==> config.mk <==
export PLATFORM = sky130hd
export DESIGN_NAME = spi_slave_stream
export DESIGN_NICKNAME = d
export VERILOG_FILES = /design/src/rtl/spi_slave_stream.sv
export SDC_FILE = /design/constraint.sdc
export NUM_CORES = 1
export LEC_CHECK = 0
export CAP_MARGIN = 20
export CORE_MARGIN = 2
export CORE_UTILIZATION = 29
export CTS_BUF_LIST = sky130_fd_sc_hd__clkbuf_4 sky130_fd_sc_hd__clkbuf_8
export CTS_CLUSTER_DIAMETER = 60
export DETAILED_ROUTE_END_ITERATION = 12
export HOLD_SLACK_MARGIN = 0.1
export SYNTH_ARGS = -nofsm -noshare
export SYNTH_HDL_FRONTEND = slang
export SYNTH_SLANG_ARGS = --single-unit
==> constraint.sdc <==
create_clock -name clk -period 3 [get_ports clk]
set_clock_uncertainty 0.15 [all_clocks]
set_input_delay 0.45 -clock clk [delete_from_list [all_inputs] [get_ports clk]]
set_output_delay 0.45 -clock clk [all_outputs]
set_load 0.005 [all_outputs]
==> src/rtl/spi_slave_stream.sv <==
// spi_slave_stream: SPI slave serdes with valid/ready word streams.
// SPI pins are oversampled in the clk domain; all four SPI modes.
module spi_slave_stream #(
  parameter int WORD_WIDTH  = 40,
  parameter int CPOL        = 0,
  parameter int CPHA        = 0,
  parameter int MSB_FIRST   = 1,
  parameter int SYNC_STAGES = 2,
  parameter int CNT_WIDTH   = 8
) (
  input  logic                  clk,
  input  logic                  reset_n,
  input  logic [WORD_WIDTH-1:0] tx_data,
  input  logic                  tx_valid,
  output logic                  tx_ready,
  output logic [WORD_WIDTH-1:0] rx_data,
  output logic                  rx_valid,
  input  logic                  rx_ready,
  input  logic                  clear_flags,
  output logic                  rx_overrun,
  output logic                  tx_underrun,
  output logic                  frame_abort,
  output logic                  frame_active,
  output logic [CNT_WIDTH-1:0]  frame_words,
  input  logic                  spi_SCLK,
  input  logic                  spi_SSEL,
  input  logic                  spi_MOSI,
  output logic                  spi_MISO
);

  localparam int   BW       = $clog2(WORD_WIDTH);
  localparam logic IDLE_LVL = (CPOL != 0);
  localparam logic PHA      = (CPHA != 0);
  localparam logic MSBF     = (MSB_FIRST != 0);
  localparam logic [BW-1:0] LAST = BW'(WORD_WIDTH - 1);

  typedef enum logic {
    IDLE,
    ACTIVE
  } state_t;

  state_t state;

  logic [SYNC_STAGES-1:0] sclk_q;
  logic [SYNC_STAGES-1:0] ssel_q;
  logic [SYNC_STAGES-1:0] mosi_q;
  logic                   prev_sclk;
  logic                   prev_ssel;

  logic [BW-1:0]         bit_cnt;
  logic [WORD_WIDTH-1:0] rx_shift;
  logic [WORD_WIDTH-1:0] rx_next;
  logic [WORD_WIDTH-1:0] tx_shift;
  logic [WORD_WIDTH-1:0] hold;

  logic sclk_s, ssel_s, mosi_s;
  logic sclk_edge, lead, trail;
  logic sample_edge, shift_edge;
  logic ssel_fall, ssel_rise;
  logic active, busy;
  logic word_done, tx_load, tx_step;
  logic tx_capture, tx_out;
  logic ovr_set, und_set, abort_set;

  assign sclk_s = sclk_q[SYNC_STAGES-1];
  assign ssel_s = ssel_q[SYNC_STAGES-1];
  assign mosi_s = mosi_q[SYNC_STAGES-1];

  // Pin synchronisers; reset to idle levels so release makes no edge.
  always_ff @(posedge clk or negedge reset_n) begin
    if (!reset_n) begin
      sclk_q    <= {SYNC_STAGES{IDLE_LVL}};
      ssel_q    <= '1;
      mosi_q    <= '0;
      prev_sclk <= IDLE_LVL;
      prev_ssel <= 1'b1;
    end else begin
      sclk_q    <= {sclk_q[SYNC_STAGES-2:0], spi_SCLK};
      ssel_q    <= {ssel_q[SYNC_STAGES-2:0], spi_SSEL};
      mosi_q    <= {mosi_q[SYNC_STAGES-2:0], spi_MOSI};
      prev_sclk <= sclk_s;
      prev_ssel <= ssel_s;
    end
  end

  // Edge classification and per-cycle word events.
  always_comb begin
    sclk_edge   = sclk_s != prev_sclk;
    lead        = sclk_edge && (sclk_s != IDLE_LVL);
    trail       = sclk_edge && (sclk_s == IDLE_LVL);
    sample_edge = PHA ? trail : lead;
    shift_edge  = PHA ? lead : trail;
    ssel_fall   = prev_ssel && !ssel_s;
    ssel_rise   = !prev_ssel && ssel_s;
    active      = state == ACTIVE;
    busy        = active && !ssel_rise;
    word_done   = busy && sample_edge && (bit_cnt == LAST);
    if (MSBF)
      rx_next = {rx_shift[WORD_WIDTH-2:0], mosi_s};
    else
      rx_next = {mosi_s, rx_shift[WORD_WIDTH-1:1]};
    tx_load = !active && ssel_fall;
    tx_step = 1'b0;
    if (PHA) begin
      tx_load = tx_load || word_done;
      tx_step = busy && shift_edge && (bit_cnt != '0);
    end else begin
      tx_load = tx_load || (busy && shift_edge && (bit_cnt == '0));
      tx_step = busy && shift_edge && (bit_cnt != '0);
    end
    tx_capture = tx_valid && tx_ready;
    tx_out     = MSBF ? tx_shift[WORD_WIDTH-1] : tx_shift[0];
    ovr_set    = word_done && rx_valid && !rx_ready;
    und_set    = tx_load && tx_ready;
    abort_set  = active && ssel_rise && (bit_cnt != '0);
  end

  // Frame FSM: select tracking, bit counting, RX assembly, word count.
  always_ff @(posedge clk or negedge reset_n) begin
    if (!reset_n) begin
      state        <= IDLE;
      bit_cnt      <= '0;
      frame_active <= 1'b0;
      frame_words  <= '0;
      rx_shift     <= '0;
    end else begin
      unique case (state)
        IDLE: begin
          if (ssel_fall) begin
            state        <= ACTIVE;
            bit_cnt      <= '0;
            frame_words  <= '0;
            frame_active <= 1'b1;
            rx_shift     <= '0;
          end
        end
        ACTIVE: begin
          if (ssel_rise) begin
            state        <= IDLE;
            bit_cnt      <= '0;
            frame_active <= 1'b0;
          end else if (sample_edge) begin
            rx_shift <= rx_next;
            if (bit_cnt == LAST) begin
              bit_cnt <= '0;
              if (frame_words != '1)
                frame_words <= frame_words + CNT_WIDTH'(1);
            end else begin
              bit_cnt <= bit_cnt + BW'(1);
            end
          end
        end
      endcase
    end
  end

  // TX holding register and its empty flag.
  always_ff @(posedge clk or negedge reset_n) begin
    if (!reset_n) begin
      hold     <= '0;
      tx_ready <= 1'b1;
    end else begin
      if (tx_capture) begin
        hold     <= tx_data;
        tx_ready <= 1'b0;
      end else if (tx_load) begin
        tx_ready <= 1'b1;
      end
    end
  end

  // TX shift register: word loads at boundaries, else one-bit shifts.
  always_ff @(posedge clk or negedge reset_n) begin
    if (!reset_n) begin
      tx_shift <= '0;
    end else if (tx_load) begin
      tx_shift <= tx_ready ? '0 : hold;
    end else if (tx_step) begin
      if (MSBF)
        tx_shift <= {tx_shift[WORD_WIDTH-2:0], 1'b0};
      else
        tx_shift <= {1'b0, tx_shift[WORD_WIDTH-1:1]};
    end
  end

  // Registered MISO, forced low outside a frame.
  always_ff @(posedge clk or negedge reset_n) begin
    if (!reset_n)
      spi_MISO <= 1'b0;
    else
      spi_MISO <= active ? tx_out : 1'b0;
  end

  // RX output word and its valid/ready handshake.
  always_ff @(posedge clk or negedge reset_n) begin
    if (!reset_n) begin
      rx_data  <= '0;
      rx_valid <= 1'b0;
    end else if (word_done && (!rx_valid || rx_ready)) begin
      rx_data  <= rx_next;
      rx_valid <= 1'b1;
    end else if (rx_ready) begin
      rx_valid <= 1'b0;
    end
  end

  // Sticky flags; a new event outranks a simultaneous clear.
  always_ff @(posedge clk or negedge reset_n) begin
    if (!reset_n) begin
      rx_overrun  <= 1'b0;
      tx_underrun <= 1'b0;
      frame_abort <= 1'b0;
    end else begin
      rx_overrun  <= ovr_set   || (rx_overrun  && !clear_flags);
      tx_underrun <= und_set   || (tx_underrun && !clear_flags);
      frame_abort <= abort_set || (frame_abort && !clear_flags);
    end
  end

endmodule

======== Word level (Yosys, flattened, before mapping) ========
Index checks and enable logic that the tools add are counted.
word-level totals
  bits in registers ....................... 189
  latch bits .............................. 0
  bits in writable memories ............... 0
  ROM bits ................................ 0
  input bits .............................. 48
  output and inout port bits .............. 55
  word-level logic and storage cells ...... 104
  memories ................................ 0
cells by class
  $add $sub $neg .......................... 2
  multiply operators ...................... 0
  div/mod/pow operators ................... 0
  order comparisons ....................... 0
  equal/unequal tests ..................... 10
  shift-type cells ........................ 0
  mux-type cells .......................... 29
  bitwise logic cells ..................... 2
  reductions and logical operators ........ 42
operator list
  operator             count
  $mux 40              3
  $mux 39              3
  $pmux 39 s2          1
  $mux 8               5
  $mux 6               4
  $logic_and 1x1->1    21
  $pmux 8 s2           1
  $pmux 6 s2           1
  $mux 1               9
  $add 8x1->8 const B  1
  $ne 2x1->1 const B   4
  $ne 8x8->1 const B   1
  $logic_not 1->1      7
  $add 6x1->6 const B  1
  $eq 6x6->1 const B   1
  $logic_not 6->1      1
  $reduce_bool 2->1    3
  $reduce_bool 6->1    1
  $logic_or 1x1->1     5
  $reduce_and 5->1     1
  $ne 2x2->1 const B   2
  $pmux 1 s2           2
  $reduce_and 2->1     2
  $ne 3x1->1 const B   1
  other kinds (3)      4

======== Longest topological paths before layout ========
Gate-level depths: netlist of the first run.
  depth in word-level cells ............... 9
  gate-level depth with buffers ........... 8
  gate-level depth less buffers ........... 6

======== Least setup slack after synthesis of the first run ========
OpenSTA, ideal clock, no wires.
  path kind ............................... register to register
  start point ............................. register ssel_q[1]
  end point ............................... register rx_data[0]
  setup time .............................. 0.125 ns
  arrival ................................. 1.752 ns
  required time ........................... 2.725 ns
  setup slack ............................. 0.972 ns
  stages on the path, launching flop included .. 9
  path buffers ............................ 4
  clock period less this slack ............ 2.028 ns
  cells stage by stage .................... dfstp_2 -> nand2b_1 -> buf_6 -> and3_4 -> buf_6 -> and3_1 -> buf_6 -> buf_6 -> mux2_4
between the ends
  cells in the longest elaborated chain, start to end .. 6
ends and longest elaborated chain
  what                            line  text
  start, declared                 45    logic [SYNC_STAGES-1:0] ssel_q;
  start signal, assigned          79    ssel_q <= {ssel_q[SYNC_STAGES-2:0], spi_SSEL};
  $logic_and 1x1->1               94    ssel_rise = !prev_ssel && ssel_s;
  $logic_not 1->1                 96    busy = active && !ssel_rise;
  $logic_and 1x1->1               96
  $logic_and 1x1->1 (2 in a row)  97    word_done = busy && sample_edge && (bit_cnt == LAST);
  $logic_and 1x1->1               199   end else if (word_done && (!rx_valid || rx_ready)) begin
  end signal, assigned            200   rx_data <= rx_next;
  end, declared                   16    output logic [WORD_WIDTH-1:0] rx_data,
No other way between the ends.
A chain may end at the register's enable or synchronous reset.

======== Worst setup path in the final report of the first run ========
  start point ............................. register prev_ssel
  end point ............................... register tx_shift[2]
between the ends
  cells in the longest elaborated chain, start to end .. 8
  elaborated cells between the ends (all ways) .. 12
  those cells by class .................... 1 x mux; 11 x reduce/logical
ends and longest elaborated chain
  what                                          line      text
  start, declared                               48        logic prev_ssel;
  start signal, assigned                        82        prev_ssel <= ssel_s;
  $logic_not 1->1                               94
  $logic_and 1x1->1                             94
  $logic_not 1->1                               96
  $logic_and 1x1->1                             96
  $logic_and 1x1->1                             108, 109
  $logic_and 1x1->1                             108       tx_load = tx_load || (busy && shift_edge && (bit_cnt == '0));
  $logic_or 1x1->1                              108
  $mux 40 or $reduce_bool 2->1 (tied branches)  -
  end signal, assigned                          177       tx_shift <= tx_ready ? '0 : hold;
  end signal, assigned                          180       tx_shift <= {tx_shift[WORD_WIDTH-2:0], 1'b0};
  end signal, assigned                          182       tx_shift <= {1'b0, tx_shift[WORD_WIDTH-1:1]};
  end, declared                                 53        logic [WORD_WIDTH-1:0] tx_shift;
Several ways; a longest one is shown, not always the timed one.

==> results of run 1 <==
where the power goes:
| group | internal [W] | switching (W) | leakage [nW] | total [W] |
|---|---|---|---|---|
| clock | 0.000806 | 0.000956 | 0.202 | 0.00176 |
| sequential | 0.00313 | 0.000348 | 2.48 | 0.00348 |
| combinational | 0.000638 | 0.000462 | 1.62 | 0.00110 |
| total | 0.00457 | 0.00177 | 4.30 | 0.00634 |
worst register-to-register path: cells and delay by family, from the launching register on:
kind / cells / cell delay, ns
simple gates: 2 / 0.71
flops: 1 / 0.58
buf+inv: 2 / 0.48
compound gates: 2 / 0.37
stage by stage:
| stage | util, % | setup WS [ns] | area, um2 |
|---|---|---|---|
| floorplan | - | 0.972 | 7540 |
| global placement | 34.7 | 0.693 | 8930 |
| detailed placement | 34.7 | 0.670 | 8930 |
| CTS | 36.3 | 0.621 | 9360 |
| global route | 36.3 | 0.409 | 9360 |
| finish | 36.3 | 0.639 | 9360 |
final timing paths:
check                               start     endpoint  slack (ns)  cells past startpoint
worst max-delay path            prev_ssel  tx_shift[2]        0.64                      6
worst min-delay path            sclk_q[0]    sclk_q[1]        0.21                      0
worst max register to register  prev_ssel  tx_shift[2]        0.64                      6
worst min register to register  sclk_q[0]    sclk_q[1]        0.21                      0
max in group asynchronous         reset_n  rx_data[17]        1.67                      3
min in group asynchronous         reset_n  rx_data[27]        0.35                      2
final cells by class:
type	count	area [um2]
fill	2497	16400
sequential	189	4730
inverter	51	191
clock buffer	19	262
timing repair buffer	116	1170
multi-input combinational	254	2430
clock inverter	13	155
tap	335	419
sequential cells by signal, summed over array words and instances, names as in the netlist:
name          flops
active            1
frame_active      1
bit_cnt           6
hold             40
rx_overrun        1
ssel_q            2
rx_shift         39
rx_data          40
frame_words       8
prev_ssel         1
rx_valid          1
sclk_q            2
prev_sclk         1
mosi_q            2
frame_abort       1
tx_underrun       1
spi_MISO          1
tx_shift         40
tx_ready          1
repair_timing:
item / 4_1_cts / 5_1_grt
setup buffers: 0 / 0
hold buffers: 1 / 0
gates resized for setup: 0 / 0
hold endpoints to repair: 48 / 0
cells in the final DEF, fill, tap and decap left out, types with 2 or more instances in the layout:
| master | count |
|---|---|
| dfrtp_1 | 185 |
| clkdlybuf4s50_1 | 101 |
| inv_1 | 51 |
| mux2_2 | 40 |
| a22o_1 | 40 |
| mux2_4 | 40 |
| a222oi_1 | 39 |
| clkbuf_8 | 20 |
| nor2_1 | 15 |
| nand2_1 | 13 |
| buf_4 | 10 |
| xnor2_1 | 8 |
| nand3_1 | 6 |
| o21ai_1 | 5 |
| a21oi_1 | 5 |
| and3_1 | 4 |
| a211oi_1 | 4 |
| inv_6 | 4 |
| dfstp_2 | 4 |
| and2_1 | 3 |
| nand2b_1 | 3 |
| nand4_1 | 3 |
| ha_1 | 3 |
| clkinvlp_4 | 3 |
| clkinv_4 | 3 |
| buf_12 | 3 |
| nor2b_1 | 2 |
| o22ai_1 | 2 |
| o21ai_0 | 2 |
| nor3_4 | 2 |
| bufinv_16 | 2 |
kinds of logic after synthesis:
family | Yosys count
XOR/XNOR | 9
multiplexers | 80
adder cells (fa/ha/maj) | 3
buffers and inverters | 85
AO/OA/AOI/OAI | 106
AND/OR/NAND/NOR | 56
flip-flops | 189
metal layers:
metal,part of all wire [%],GRT usage [%],vias to the layer above
met5,0,0,-
met4,0.90,3.44,0
met3,6.8,3.40,12
met2,44,17.1,135
met1,48,16.1,2307
li1,-,-,2135
==> impl_metrics.env, run 1 <==
export IMPL_status="completed"
export IMPL_synth_top_area_share_pct=61.4
export IMPL_drt_total_wl_mm=15.1
export IMPL_synthMostInstantiatedCell="dfrtp_1"
export IMPL_vias_per_cell=4.70
export IMPL_grt_pass1_wl_mm=24.6
export IMPL_area_delta_synth_final_pct=24.1
export IMPL_cp_num_buf_inv=2
export IMPL_path_max_fanout=41
export IMPL_fin_cells=977
export IMPL_yosys_area_top_type="dfrtp_1"
export IMPL_netlist_instances=528
export IMPL_core_region_area_um2=25800
export IMPL_synthTopCellsByArea="dfrtp_1 (61%), mux2_4 (8.0%), mux2_2 (6.0%)"
export IMPL_syn_area_per_cell_um2=14.3
export IMPL_min_period_over_period_pct=78.7
export IMPL_synth_top_family_by_area="multiplexers"
export IMPL_cts_root_buf="clkbuf_8"
export IMPL_insertion_delay_ns=0.46
export IMPL_synthMuxAreaShare_pct=13.9
export IMPL_diodes=0
export IMPL_grt_max_degree=57
export IMPL_gp_congestion=0.738
export IMPL_slew_viol_final=0
export IMPL_ys_async_sr_fraction_pct=100
export IMPL_wl_per_cell_um=15.4
export IMPL_synthFlopType="dfrtp_1"
export IMPL_hpwlAfterDp_mm=9.91
export IMPL_yosysSeqAreaShare_pct=62.8
export IMPL_path_cells="nor3b_4 -> a31oi_1 -> nor3_4 -> buf_4 -> a222oi_1 -> inv_1"
export IMPL_p_leak_nw=4.30
export IMPL_die_h_um=165
export IMPL_ys_ff_latch=189
export IMPL_synth_compound_area_share_pct=12.5
export IMPL_syn_cell_area_um2=7540
export IMPL_synth_fp_nets=579
export IMPL_worstPathArrival_ns=2.61
export IMPL_drive_above_1_share_pct=21.5
export IMPL_cp_start_kind="flip-flop"
export IMPL_die_width_um=165
export IMPL_final_setup_viol_count=0
export IMPL_p_per_area_nw_per_um2=677
export IMPL_synthAdderAreaFrac_pct=0.498
export IMPL_rsz0062_at_grt="no"
export IMPL_grt_overflow_total=0
export IMPL_hold_ws_ns=0.211
export IMPL_synth_simple_area_share_pct=3.98
export IMPL_boundaryPins=103
export IMPL_clockBufferDepth=2
export IMPL_synth_distinct_cells=41
export IMPL_placementRows=59
export IMPL_first_pass_iters=10
export IMPL_antenna_found_initial=1
export IMPL_cts_sinks=189
export IMPL_yosys_top_cells_count="dfrtp_1 (185), inv_1 (51), a22o_1 (40), mux2_2 (40), mux2_4 (40)"
export IMPL_peakVddDrop_mv=0.328
export IMPL_period_minus_slack_ns=2.36
export IMPL_maxCapViolCount=0
export IMPL_synth_edf_count=0
export IMPL_slowest_delay_ns=0.58
export IMPL_final_antenna_net_count=0
export IMPL_dieArea_um2=27300
export IMPL_synth_xor_area_share_pct=1.05
export IMPL_cts_tree="yes"
export IMPL_end_kind="flip-flop"
export IMPL_first_global_vias=4557
export IMPL_clk_pin_slew_ns=0.10
export IMPL_required_ns=3.24
export IMPL_crit_type="flip-flop to flip-flop"
export IMPL_dp_cells=944
export IMPL_cts_inserted_buffers=17
export IMPL_cts_max_level=4
export IMPL_max_slew_margin_rel_pct=57.8
export IMPL_hold_class="flip-flop to flip-flop"
export IMPL_route_detailed_drc=0
export IMPL_vias=4589
export IMPL_total_power_w=0.00634
export IMPL_hold_viol=0
export IMPL_setup_tns_ns=0
export IMPL_crit_slowest_cell="dfstp_2"
export IMPL_path_delay_family="simple AND/OR/NAND/NOR gates"
export IMPL_initial_core_util_pct=29.3
export IMPL_grt_use_total_pct=11.5
export IMPL_io_buffers=102
export IMPL_ys_warn_count=0
export IMPL_drtIter0Drc=423
export IMPL_worst_pin_slew_ns=0.632
export IMPL_final_nets=680
export IMPL_fmax_ghz=0.424
(Power assumes the default switching activity.)
==> run 2: changes to the inputs <==
==> constraint.sdc (replaced) <==
create_clock -name clk -period 2 [get_ports clk]
set_clock_uncertainty 0.15 [all_clocks]
set_input_delay 0.3 -clock clk [delete_from_list [all_inputs] [get_ports clk]]
set_output_delay 0.3 -clock clk [all_outputs]
set_load 0.005 [all_outputs]
==> impl_metrics.env, run 2 (same netlist as run 1, synthesis figures left out) <==
export IMPL_nFillCells=2449
export IMPL_max_slew_margin_rel_pct=68.0
export IMPL_final_nets=702
export IMPL_placementRows=59
export IMPL_crit_type="flip-flop to flip-flop"
export IMPL_met2_wirelength_mm=6.98
export IMPL_hpwlAfterDp_mm=10.2
export IMPL_reg_top3="hold: 40 flops, rx_data: 40 flops, tx_shift: 40 flops"
export IMPL_setup_tns_ns=0
export IMPL_cts_sinks=189
export IMPL_cts_max_level=4
export IMPL_worst_pin_slew_ns=0.479
export IMPL_grt_use_total_pct=11.9
export IMPL_drive_above_1_share_pct=24.8
export IMPL_slew_viol_final=0
export IMPL_startpoint="prev_ssel"
export IMPL_cts_root_buf="clkbuf_8"
export IMPL_hold_class="input pin to flip-flop"
export IMPL_r2r_end="tx_shift[6]"
export IMPL_vias_per_cell=4.70
export IMPL_path_max_fanout=23
export IMPL_worstPathArrival_ns=2.20
export IMPL_grt_max_degree=50
export IMPL_min_path_cells=1
export IMPL_drt_total_wl_mm=15.3
export IMPL_maxCapViolCount=0
export IMPL_final_setup_viol_count=0
export IMPL_met1_length_mm=7.39
export IMPL_regArea_um2=4740
export IMPL_insertion_delay_ns=0.47
export IMPL_ff2ff_path_depth=7
export IMPL_multiInputGateArea_um2=2450
export IMPL_die_h_um=165
export IMPL_p_clk_share_pct=25.4
export IMPL_top_layer="met4"
export IMPL_reg2reg_from="prev_ssel"
export IMPL_rsz0062_at_grt="yes"
export IMPL_core_region_area_um2=25800
export IMPL_status="completed"
export IMPL_wl_met3_um=766
export IMPL_combPwrFrac_pct=19.2
export IMPL_vias=4692
export IMPL_dieArea_um2=27300
export IMPL_p_switching_w=0.00270
export IMPL_cp_start_kind="flip-flop"
export IMPL_first_pass_iters=7
export IMPL_hold_ws_ns=0.136
export IMPL_diodes=0
export IMPL_cts_inserted_buffers=17
export IMPL_layout_common_cells="dfrtp_1 (181), clkdlybuf4s50_1 (100), inv_1 (51)"
export IMPL_route_detailed_drc=0
export IMPL_first_global_vias=4715
export IMPL_boundaryPins=103
export IMPL_power_share_sequential_pct=55.3
export IMPL_dp_cells=962
export IMPL_peakVddDrop_mv=0.476
export IMPL_wl_per_cell_um=15.3
export IMPL_fmax_ghz=0.514
export IMPL_cp_endpoint="tx_shift[6]"
export IMPL_hold_viol=0
export IMPL_die_width_um=165
export IMPL_clk_pin_slew_ns=0.10
export IMPL_intPower_w=0.00670
export IMPL_switching_share_pct=28.7
export IMPL_initial_core_util_pct=29.3
export IMPL_drtIter0Drc=472
export IMPL_clockBufferDepth=2
export IMPL_gp_congestion=0.753
export IMPL_end_kind="flip-flop"
export IMPL_final_common_cell="dfrtp_1"
export IMPL_io_buffers=102
export IMPL_antenna_found_initial=0
export IMPL_p_per_area_nw_per_um2=976
export IMPL_p_leak_nw=4.45
export IMPL_period_minus_slack_ns=1.95
export IMPL_final_antenna_net_count=0
export IMPL_area_delta_synth_final_pct=27.7
export IMPL_min_period_over_period_pct=97.3
export IMPL_r2r_slack_ns=0.05
export IMPL_fin_cells=999
export IMPL_cts_tree="yes"
export IMPL_grt_overflow_total=0
export IMPL_required_ns=2.26
export IMPL_grt_pass1_wl_mm=25.4
## run 2: cell count changes in the layout (fill, tap and decap cells not counted), moves of 3 or more
cell | before | now
buf_12 | 3 | 10
buf_4 | 10 | 20
clkinvlp_4 | 3 | 0
dfrtp_1 | 185 | 181
dfrtp_2 | 0 | 4
## run 2: critical path, stage by stage, from the launching register on
cell      delay, ns
dfstp_2        0.55
nor3b_4        0.33
a31oi_1        0.09
buf_4          0.16
nor3_4         0.23
buf_12         0.20
a222oi_1       0.10
inv_1          0.07
## run 2: area by class of cell
class                           instances  area share, %
Clock inverter                         14           1.27
Inverter                               51           1.99
Clock buffer                           18           2.57
Timing Repair Buffer                  138           15.2
Tap cell                              335           4.35
Multi-Input combinational cell        254           25.4
Sequential cell                       189           49.2
## run 2: through the flow
step | power, W | utilization (%) | area (um2) | setup slack (ns)
finish | 0.00940 | 37.4 | 9630 | 0.0535
global route | 0.0100 | 37.4 | 9630 | -0.0633
CTS | 0.00954 | 37.3 | 9600 | 0.00500
detailed placement | 0.00710 | 35.5 | 9160 | -0.0276
global placement | 0.00702 | 35.5 | 9160 | 0.00856
floorplan | 0.00634 | - | 7540 | -0.0275
## run 2: layer usage
metal / vias up / GRT usage, %
met1: 2388 / 17.0
met2: 119 / 17.9
met4: 0 / 3.20
met5: - / 0
li1: 2177 / -
met3: 8 / 3.17
## run 2: what timing repair did
action | CTS | global route
resized for setup | 3 | 10
cloned | 1 | 0
hold endpoints to repair | 190 | 0
endpoints found under the setup margin | 64 | 59
hold buffers | 3 | 0
setup buffers | 1 | 0
pin swaps | 1 | 4
## run 2: power groups by stage
stage | logic, W | clock network [W] | registers [W]
after floorplan | 0.00123 | 0 | 0.00511
after global placement | 0.00176 | 0 | 0.00526
after detailed placement | 0.00182 | 0 | 0.00528
after CTS | 0.00185 | 0.00250 | 0.00519
after global routing | 0.00204 | 0.00267 | 0.00531
final | 0.00181 | 0.00239 | 0.00520
## run 2: worst min-delay path by stage
| stage | start | end |
|---|---|---|
| 2_1_floorplan | reset_n | active |
| 3_3_place_gp | reset_n | rx_data[29] |
| 3_5_place_dp | reset_n | rx_data[31] |
| 4_1_cts | spi_MOSI | mosi_q[0] |
| 5_1_grt | spi_MOSI | mosi_q[0] |
| 6_report | spi_MOSI | mosi_q[0] |
==> run 3: changes to the inputs <==
--- a/config.mk
+++ b/config.mk
@@ -5,12 +5,13 @@
 export SDC_FILE = /design/constraint.sdc
 export NUM_CORES = 1
 export LEC_CHECK = 0
+export ABC_AREA = 1
 export CAP_MARGIN = 20
-export CORE_MARGIN = 2
 export CORE_UTILIZATION = 29
 export CTS_BUF_LIST = sky130_fd_sc_hd__clkbuf_4 sky130_fd_sc_hd__clkbuf_8
 export CTS_CLUSTER_DIAMETER = 60
 export DETAILED_ROUTE_END_ITERATION = 12
+export DONT_BUFFER_PORTS = 1
 export HOLD_SLACK_MARGIN = 0.1
 export SYNTH_ARGS = -nofsm -noshare
 export SYNTH_HDL_FRONTEND = slang
==> impl_metrics.env, run 3 <==
export IMPL_clk_pin_slew_ns=0.11
export IMPL_r2r_slack_ns=0.13
export IMPL_rsz0062_at_grt="yes"
export IMPL_synthMostInstantiatedCell="nand2_1"
export IMPL_hpwlAfterDp_mm=9.42
export IMPL_hold_viol=189
export IMPL_placementRows=59
export IMPL_route_detailed_drc=0
export IMPL_fin_util_pct=34.3
export IMPL_ys_ff_latch=189
export IMPL_p_per_area_nw_per_um2=1090
export IMPL_io_buffers=0
export IMPL_drive_above_1_share_pct=7.76
export IMPL_min_period_over_period_pct=93.6
export IMPL_path_cells="ha_1 -> nand2_1 -> nor2_1 -> nand3_2 -> nor2_4 -> nand2_2 -> buf_12 -> nand2_1 -> o21ai_0"
export IMPL_synthFlopType="dfrtp_1"
export IMPL_cts_root_buf="clkbuf_8"
export IMPL_boundaryPins=103
export IMPL_dieArea_um2=27100
export IMPL_reg_top3="hold: 40 flops, rx_data: 40 flops, tx_shift: 40 flops"
export IMPL_p_switching_w=0.00324
export IMPL_p_leak_nw=4.14
export IMPL_peakVddDrop_mv=1.05
export IMPL_gp_congestion=0.758
export IMPL_synth_edf_count=0
export IMPL_crit_type="flip-flop to flip-flop"
export IMPL_die_width_um=164
export IMPL_reg2reg_from="bit_cnt[0]"
export IMPL_syn_area_per_cell_um2=9.29
export IMPL_final_antenna_net_count=0
export IMPL_total_power_w=0.00976
export IMPL_yosys_top_cells_count="nand2_1 (248), dfrtp_1 (185), nand3_1 (96)"
export IMPL_grt_max_degree=190
export IMPL_cts_hold_buf=45
export IMPL_place_area_um2=7990
export IMPL_status="finished, violations left"
export IMPL_design_area_um2=8920
export IMPL_ys_async_sr_fraction_pct=100
export IMPL_cts_max_level=4
export IMPL_yosysSeqAreaShare_pct=61.9
export IMPL_grt_overflow_total=0
export IMPL_ff2ff_path_depth=9
export IMPL_ys_warn_count=0
export IMPL_antenna_found_initial=1
export IMPL_setup_tns_ns=0
export IMPL_syn_cell_area_um2=7650
export IMPL_hold_class="input pin to asynchronous set/reset pin"
export IMPL_grt_pass1_wl_mm=27.4
export IMPL_combPwrFrac_pct=20.0
export IMPL_initial_core_util_pct=29.5
export IMPL_switching_share_pct=33.2
export IMPL_end_kind="flip-flop"
export IMPL_crit_top_cell="nand2_1"
export IMPL_worst_pin_slew_ns=0.453
export IMPL_cp_start_kind="flip-flop"
export IMPL_p_clk_share_pct=28.0
export IMPL_slew_viol_final=0
export IMPL_vias_per_cell=4.67
export IMPL_first_pass_iters=4
export IMPL_vias=5595
export IMPL_dp_slack_ns=0.0480
export IMPL_r2r_end="rx_data[16]"
export IMPL_area_delta_synth_final_pct=16.5
export IMPL_max_slew_margin_rel_pct=69.8
export IMPL_drtIter0Drc=421
export IMPL_maxCapViolCount=0
export IMPL_fmax_ghz=0.534
export IMPL_nFillCells=2642
export IMPL_hold_ws_ns=-0.624
export IMPL_synth_fp_nets=875
export IMPL_power_share_sequential_pct=52.1
export IMPL_cts_inserted_buffers=17
export IMPL_required_ns=2.18
export IMPL_regArea_um2=4730
export IMPL_layout_common_cells="nand2_1 (247), dfrtp_1 (185), nand3_1 (96)"
export IMPL_crit_slowest_cell="dfrtp_1"
export IMPL_yosys_area_top_type="dfrtp_1"
export IMPL_final_nets=901
export IMPL_period_minus_slack_ns=1.87
export IMPL_wl_per_cell_um=13.7
export IMPL_insertion_delay_ns=0.46
export IMPL_synthTopCellsByArea="dfrtp_1 (60%), nand2_1 (12%), nand3_1 (6.3%)"
export IMPL_core_region_area_um2=26000
export IMPL_first_global_vias=5510
export IMPL_worstPathArrival_ns=2.05
export IMPL_final_setup_worst_slack_ns=0.128
export IMPL_violations="negative hold slack"
export IMPL_cts_setup_buffers=0
export IMPL_multiInputGateArea_um2=2430
export IMPL_drt_total_wl_mm=16.4
export IMPL_synth_distinct_cells=28
export IMPL_cts_sinks=189
export IMPL_die_h_um=164
export IMPL_grt_use_total_pct=12.7
export IMPL_cts_tree="yes"
export IMPL_final_setup_viol_count=0
export IMPL_synth_top_area_share_pct=60.5
export IMPL_clockBufferDepth=2
export IMPL_final_common_cell="nand2_1"
export IMPL_netlist_instances=824
export IMPL_intPower_w=0.00652
export IMPL_slowest_delay_ns=0.41
export IMPL_path_max_fanout=41
## run 3: changes by cell type in the layout (fill, tap and decap cells not counted), sizes merged, moves of 37 or more
cell | previous run | this run
nand4 | 3 | 40
o22ai | 2 | 40
nand3 | 6 | 99
mux2 | 80 | 0
dlygate4sd3 | 3 | 45
clkdlybuf4s50 | 100 | 0
nand2 | 13 | 252
a222oi | 39 | 0
o21ai | 7 | 54
a22o | 40 | 0
## run 3: timing repair
item / in CTS / in global routing
setup endpoints to repair: 0 / 62
endpoints found under the hold margin: 236 / 189
gates resized for setup: 0 / 6
## run 3: cell families after synthesis
family	count (synthesis)	share of synthesized area (%)
AOI/OAI and AO/OA	98	7.21
adders and majority gates	3	0.490
buffers and inverters	120	6.49
DFF	189	61.9
and+or+nand+nor	414	24.0
## run 3: power groups by stage
| stage | clock (W) | combinational [W] | sequential, W |
|---|---|---|---|
| after global placement | 0 | 0.00183 | 0.00515 |
| after CTS | 0.00283 | 0.00195 | 0.00508 |
| final | 0.00273 | 0.00195 | 0.00508 |
| after detailed placement | 0 | 0.00187 | 0.00514 |
| after global routing | 0.00300 | 0.00223 | 0.00518 |
| after floorplan | 0 | 0.00147 | 0.00500 |
## run 3: per-stage QoR
step	instances	hold WS [ns]
floorplan	824	-0.146
global placement	1120	-0.142
detailed placement	1120	-0.142
CTS	1197	-0.673
global route	1198	-0.701
finish	1199	-0.624
## run 3: worst max-delay path by stage
stage	slack [ns]	start	cells after the start	to
floorplan	0.32	ssel_q[1]	9	tx_shift[30]
global placement	0.09	prev_ssel	7	tx_shift[27]
detailed placement	0.05	prev_ssel	7	tx_shift[15]
CTS	0.02	prev_ssel	7	tx_shift[15]
global route	-0.005	prev_ssel	7	tx_shift[28]
finish	0.13	bit_cnt[0]	9	rx_data[16]
## run 3: cell type report
type / count / area share, %
clock inverters: 13 / 1.94
flip-flops and latches: 189 / 53.1
diodes: 1 / 0.0281
multi-input cells: 515 / 27.3
repair buffers: 59 / 7.21
inverters: 68 / 2.89
well taps: 335 / 4.70
clock buffers: 19 / 2.86
## run 3: metal layers
layer | vias to the layer above | share of wire, % | GRT usage, %
met1 | 2699 | 49 | 17.1
li1 | 2771 | - | -
met2 | 117 | 45 | 19.8
met3 | 8 | 5.2 | 4.19
met4 | 0 | 0.53 | 2.50
met5 | - | 0 | 0
## run 3: worst max-delay path, delay by kind of cell (launching register included)
family,cells,cell delay (ns)
DFF,1,0.41
adders and majority gates,1,0.19
buffers and inverters,1,0.19
and+or+nand+nor,6,0.72
AOI/OAI and AO/OA,1,0.09
